===== config.mk =====
export PLATFORM = sky130hd
export DESIGN_NAME = aors_accum
export DESIGN_NICKNAME = d
export VERILOG_FILES = /design/src/rtl/aors_pkg.sv /design/src/rtl/sat_add.sv /design/src/rtl/aors_accum.sv
export SDC_FILE = /design/constraint.sdc
export NUM_CORES = 1
export LEC_CHECK = 0
export ABC_AREA = 1
export BUFFER_PORTS_ARGS = -buffer_cell sky130_fd_sc_hd__buf_2
export CORE_MARGIN = 2
export CORE_UTILIZATION = 45
export CTS_BUF_LIST = sky130_fd_sc_hd__clkbuf_4
export CTS_CLUSTER_SIZE = 8
export DETAILED_ROUTE_END_ITERATION = 6
export GPL_TIMING_DRIVEN = 0
export PLACE_DENSITY = 0.79
export SYNTH_ARGS = -nofsm -noshare
export SYNTH_HDL_FRONTEND = slang
export SYNTH_SLANG_ARGS = --single-unit
export TNS_END_PERCENT = 20

===== constraint.sdc =====
create_clock -name clk -period 2.4 [get_ports clk]
set_input_delay 0.48 -clock clk [delete_from_list [all_inputs] [get_ports clk]]
set_output_delay 0.48 -clock clk [all_outputs]
set_load 0.02 [all_outputs]

===== src/rtl/aors_pkg.sv =====
// aors_pkg: constants shared by the add/sub result accumulator.
// State encodings, default sizes and the add/sub unit result width.
package aors_pkg;

  localparam int IN_W          = 5;
  localparam int N_SAMPLES_DEF = 4;
  localparam int ACC_W_DEF     = 7;

  typedef enum logic {
    ST_ACC  = 1'b0,
    ST_HOLD = 1'b1
  } state_t;

endpackage


===== src/rtl/sat_add.sv =====
// sat_add: W-bit signed saturating adder.
// Clamps to the signed range and flags when it did so.
module sat_add #(
  parameter int W = 7
) (
  input  logic signed [W-1:0] a,
  input  logic signed [W-1:0] b,
  output logic signed [W-1:0] sum,
  output logic                clamp
);

  logic signed [W:0] full;

  assign full = {a[W-1], a} + {b[W-1], b};

  // overflow when the two top bits of the widened sum disagree
  always_comb begin
    sum   = full[W-1:0];
    clamp = 1'b0;
    if (full[W] != full[W-1]) begin
      clamp = 1'b1;
      if (full[W]) sum = {1'b1, {(W-1){1'b0}}};
      else         sum = {1'b0, {(W-1){1'b1}}};
    end
  end

endmodule


===== src/rtl/aors_accum.sv =====
// aors_accum: framed signed saturating sum of add/sub results.
// Each frame total is held on the output until the consumer takes it.
module aors_accum
  import aors_pkg::*;
#(
  parameter int N_SAMPLES = N_SAMPLES_DEF,
  parameter int ACC_W     = ACC_W_DEF
) (
  input  logic             clk,
  input  logic             rst_n,
  input  logic             clear,
  input  logic             in_valid,
  output logic             in_ready,
  input  logic [IN_W-1:0]  in_data,
  input  logic             in_sub,
  output logic             out_valid,
  input  logic             out_ready,
  output logic [ACC_W-1:0] out_data,
  output logic             out_sat
);

  localparam int CNT_W = $clog2(N_SAMPLES);
  localparam logic [CNT_W-1:0] LAST = CNT_W'(N_SAMPLES - 1);

  state_t             state, state_d;
  logic [CNT_W-1:0]   count, count_d;
  logic [ACC_W-1:0]   acc, acc_d;
  logic               sat, sat_d;
  logic               out_valid_d;
  logic [ACC_W-1:0]   out_data_d;
  logic               out_sat_d;
  logic [ACC_W-1:0]   ext;
  logic [ACC_W-1:0]   sum;
  logic               clamp;
  logic               accept;

  assign in_ready = (state == ST_ACC);
  assign accept   = in_valid & in_ready;

  // subtract results are signed, add results are unsigned
  assign ext = in_sub
    ? {{(ACC_W-IN_W){in_data[IN_W-1]}}, in_data}
    : {{(ACC_W-IN_W){1'b0}}, in_data};

  sat_add #(.W(ACC_W)) u_sat_add (
    .a     (acc),
    .b     (ext),
    .sum   (sum),
    .clamp (clamp)
  );

  // next-state and datapath updates; clear wins over everything
  always_comb begin
    state_d     = state;
    count_d     = count;
    acc_d       = acc;
    sat_d       = sat;
    out_valid_d = out_valid;
    out_data_d  = out_data;
    out_sat_d   = out_sat;
    case (state)
      ST_ACC: begin
        if (accept) begin
          if (count == LAST) begin
            out_data_d  = sum;
            out_sat_d   = sat | clamp;
            out_valid_d = 1'b1;
            acc_d       = '0;
            sat_d       = 1'b0;
            count_d     = '0;
            state_d     = ST_HOLD;
          end else begin
            acc_d   = sum;
            sat_d   = sat | clamp;
            count_d = count + 1'b1;
          end
        end
      end
      ST_HOLD: begin
        if (out_valid && out_ready) begin
          out_valid_d = 1'b0;
          state_d     = ST_ACC;
        end
      end
      default: state_d = ST_ACC;
    endcase
    if (clear) begin
      acc_d       = '0;
      count_d     = '0;
      sat_d       = 1'b0;
      out_valid_d = 1'b0;
      state_d     = ST_ACC;
    end
  end

  // state register with synchronous active-low reset
  always_ff @(posedge clk) begin
    if (!rst_n) begin
      state     <= ST_ACC;
      count     <= '0;
      acc       <= '0;
      sat       <= 1'b0;
      out_valid <= 1'b0;
      out_data  <= '0;
      out_sat   <= 1'b0;
    end else begin
      state     <= state_d;
      count     <= count_d;
      acc       <= acc_d;
      sat       <= sat_d;
      out_valid <= out_valid_d;
      out_data  <= out_data_d;
      out_sat   <= out_sat_d;
    end
  end

endmodule


==> impl_results.md <==
* Dpl cells at 213
* Status: complete, no violations
* Final hold violations at 0
* Syn. warnings at 0
* Compound-cell area share of the yosys netlist at 0.136
* Worst Reg-to-Reg Cells at 12
* Type of origin of the critical path: flop
* Hold EP: out_valid$_SDFFE_PP0P_
* Lkg Pwr at around 0.7 nW
* Syn nets at 183
* Via count of the routed design at 1018
* Worst EP required at 2.59 ns
* FMAX at between 400 and 500 MHz
* Hold crit path type: in -> reg
* Fin cells at 217
* Post-Synthesis Cells at 163
* Clock Sinks at 20
* Fin. max-slew vios at 0
* Cts bufs inserted at 3
* Simple-Gate Fraction of Synth Area at 0.305
* Worst hold slack at 0.459 ns
* DIE HEIGHT at ~55 um
* Post-synthesis sequential area ratio at 0.349
* Layout Nets at 208
* Post_cts resized at 0
* RSZ-0062 raised after global routing: false
* Final setup fails at 0
* R2R setup slack at roughly 0.36 ns
* P&R area growth vs syn at 14.3%
* Least-Margin Pin Slew at 0.456 ns
* Crit path DAT at 2.24 ns
* Worst skew pair latency at ~0.30 ns
* Max transition margin at 0.696
* Chip Width at 54.5 um
* Worst Clk Skew at 0.0113 ns
* Post-CTS Setup Repair Bufs at 0
* Hold-fix buffers, CTS at 0
* Xor/xnor cell area share of the yosys netlist at 0.0305
* Routability congestion estimate at 0.762
* Core Rows at 18
* CTS max path bufs at 2
* Final HPWL DP at 1.67 mm
* Area of the core at 0.00245 mm^2
* Antenna-violating nets left at 0
* IO Count at 21
* Category of the most critical setup path: reg -> reg
* Vias per cell at 4.69
* Initial DRT Pass Iterations at 4
* Starting density of the core at 0.468
* Total GRT Usage at 0.164
* Worst r2r src: acc[0]$_SDFFE_PP0P_
* Largest net degree at the start of global routing at 12
* Root Buffer: clkbuf_4
* Fin crit period at roughly 2.0 ns
* Period utilization at 0.851
* Initial antenna violation count at 0
* CTS tree: built
* # diodes at 0
* Final TNS setup at 0 ns
* Post-Synth Adder-Cell Area at 0.105
* Hold path start: out_ready
* Vias in the first global route at 869
* DRC viols at 0
* Clock transition at the registers of the reported paths at 0.11 ns
* DRT Wirelength at 2.15 mm
* Critical path fanouts, max at 7
* Hold depth at 4
* Crit. End Element: flop
* Peak VDD IR at 0.000379 V
* Mapped Avg Cell Area at approximately 7 um^2
* Max cap viols at 0
* Synthesized cell area at 0.00115 mm^2
* WL/cell at around 9.9 um
* DRT iter0 DRCs at 20
* Grt ovf at 0
* Number of H-tree levels at 1
* First-pass GRT wire length at approximately 3.6 mm
* Layout fillers at between 200 and 300
* Pwr Density at ~480 mW/mm^2
* Yosys reg bits at 20
* Largest family of logic cells by synthesized area: simple AND/OR/NAND/NOR gates
* Die area at slightly below 0.003 mm^2
* I/O Buffers at 20
* Ratio of cells with drive above 1 in the final layout at 0.187
* Mux share of post-synthesis cell area at 0
* FF-to-FF End: out_data[5]$_SDFFE_PN0P_
* Yosys cell types at 23
-- how the worst max path moves through the flow --
stage,slack [ns],end,start,cells past startpoint
after detailed placement,0.08,out_data[5]$_SDFFE_PN0P_,in_data[0],13
after floorplan,0.41,out_data[1]$_SDFFE_PN0P_,in_data[0],12
after global placement,0.16,out_data[2]$_SDFFE_PN0P_,in_data[0],13
after global routing,0.21,out_data[3]$_SDFFE_PN0P_,acc[0]$_SDFFE_PP0P_,12
final,0.36,out_data[5]$_SDFFE_PN0P_,acc[0]$_SDFFE_PP0P_,12
after CTS,0.35,out_data[5]$_SDFFE_PN0P_,acc[0]$_SDFFE_PP0P_,12
-- sequential cells by signal, summed over array words and instances, names as in the netlist --
signal     cells
sat            1
out_valid      1
out_data       7
state          1
out_sat        1
count          2
acc            7
-- cells by family after synthesis --
family	after synthesis
AND/OR/NAND/NOR	80
buffers and inverters	23
adder cells (fa/ha/maj)	9
flip-flops	20
XOR/XNOR	4
AO/OA/AOI/OAI	27
-- worst max-delay path, stage by stage, from the launching register on --
cell and delay [ns]:
dfxtp_1 0.33, ha_1 0.21, fa_1 0.41, nand2_1 0.09, nand2_1 0.07, nand3b_1 0.11, nand3_1 0.14, nand2_1 0.12
nand2_2 0.11, nand2_1 0.08, nand2_1 0.07, o21bai_1 0.16, inv_1 0.06
-- metal layers --
metal,track usage,routed length (um)
met2,0.257,950
met4,0.0625,18
met1,0.225,1110
met3,0.0246,66
met5,0,0
-- stage by stage --
| stage | total power [mW] | util | instance area [um^2] | setup slack [ns] |
|---|---|---|---|---|
| 6_report | 0.626 | 0.535 | 1310 | 0.356 |
| 3_3_place_gp | 0.472 | 0.524 | 1290 | 0.155 |
| 5_1_grt | 0.662 | 0.535 | 1310 | 0.208 |
| 4_1_cts | 0.631 | 0.535 | 1310 | 0.353 |
| 3_5_place_dp | 0.473 | 0.524 | 1290 | 0.0805 |
| 2_1_floorplan | 0.443 | - | 1150 | 0.414 |
-- synth_stat cells, drive strengths merged --
cell type  number  share of area
a21oi          13          0.060
buf             1         0.0033
dfxtp          20           0.35
fa              1          0.017
ha              8          0.087
inv            22          0.072
nand2          60           0.20
nand3           9          0.054
nand3b          1         0.0065
nand4           1         0.0055
nor2            8          0.030
o211ai          1         0.0065
o21ai           7          0.030
o21bai          6          0.039
or2             1         0.0055
xnor2           1         0.0076
xor2            3          0.023
-- power by group --
part           internal [mW]  switching (mW)  leakage [nW]  total, mW
combinational         0.0460          0.0773         0.542      0.123
clock                 0.0606          0.0979        0.0154      0.158
sequential             0.339         0.00478         0.162      0.344
total                  0.446           0.180         0.719      0.626
-- cell type report --
type                            count  area, um^2  share of cell area
Buffer                              1        3.75             0.00286
Clock buffer                        3        22.5              0.0172
Clock inverter                      1        3.75             0.00286
Inverter                           22        82.6              0.0629
Multi-Input combinational cell    120         662               0.504
Sequential cell                    20         400               0.305
Tap cell                           30        37.5              0.0286
Timing Repair Buffer               20         100              0.0763
-- cells in the final DEF, fill, tap and decap left out --
cell	count
nand3_2	1
buf_1	1
or2_1	1
nand3_4	1
nand3_1	7
nand2_1	57
nor2_2	2
nor2_1	6
clkbuf_4	3
inv_1	18
ha_1	8
o21ai_0	7
nand3b_1	1
buf_2	20
nand2_2	3
fa_1	1
o21bai_1	6
clkinv_1	1
xor2_1	3
a21oi_2	1
xnor2_1	1
a21oi_1	12
inv_2	4
o211ai_1	1
dfxtp_1	20
nand4_1	1
Note: power is estimated with default switching activity, not from simulation.
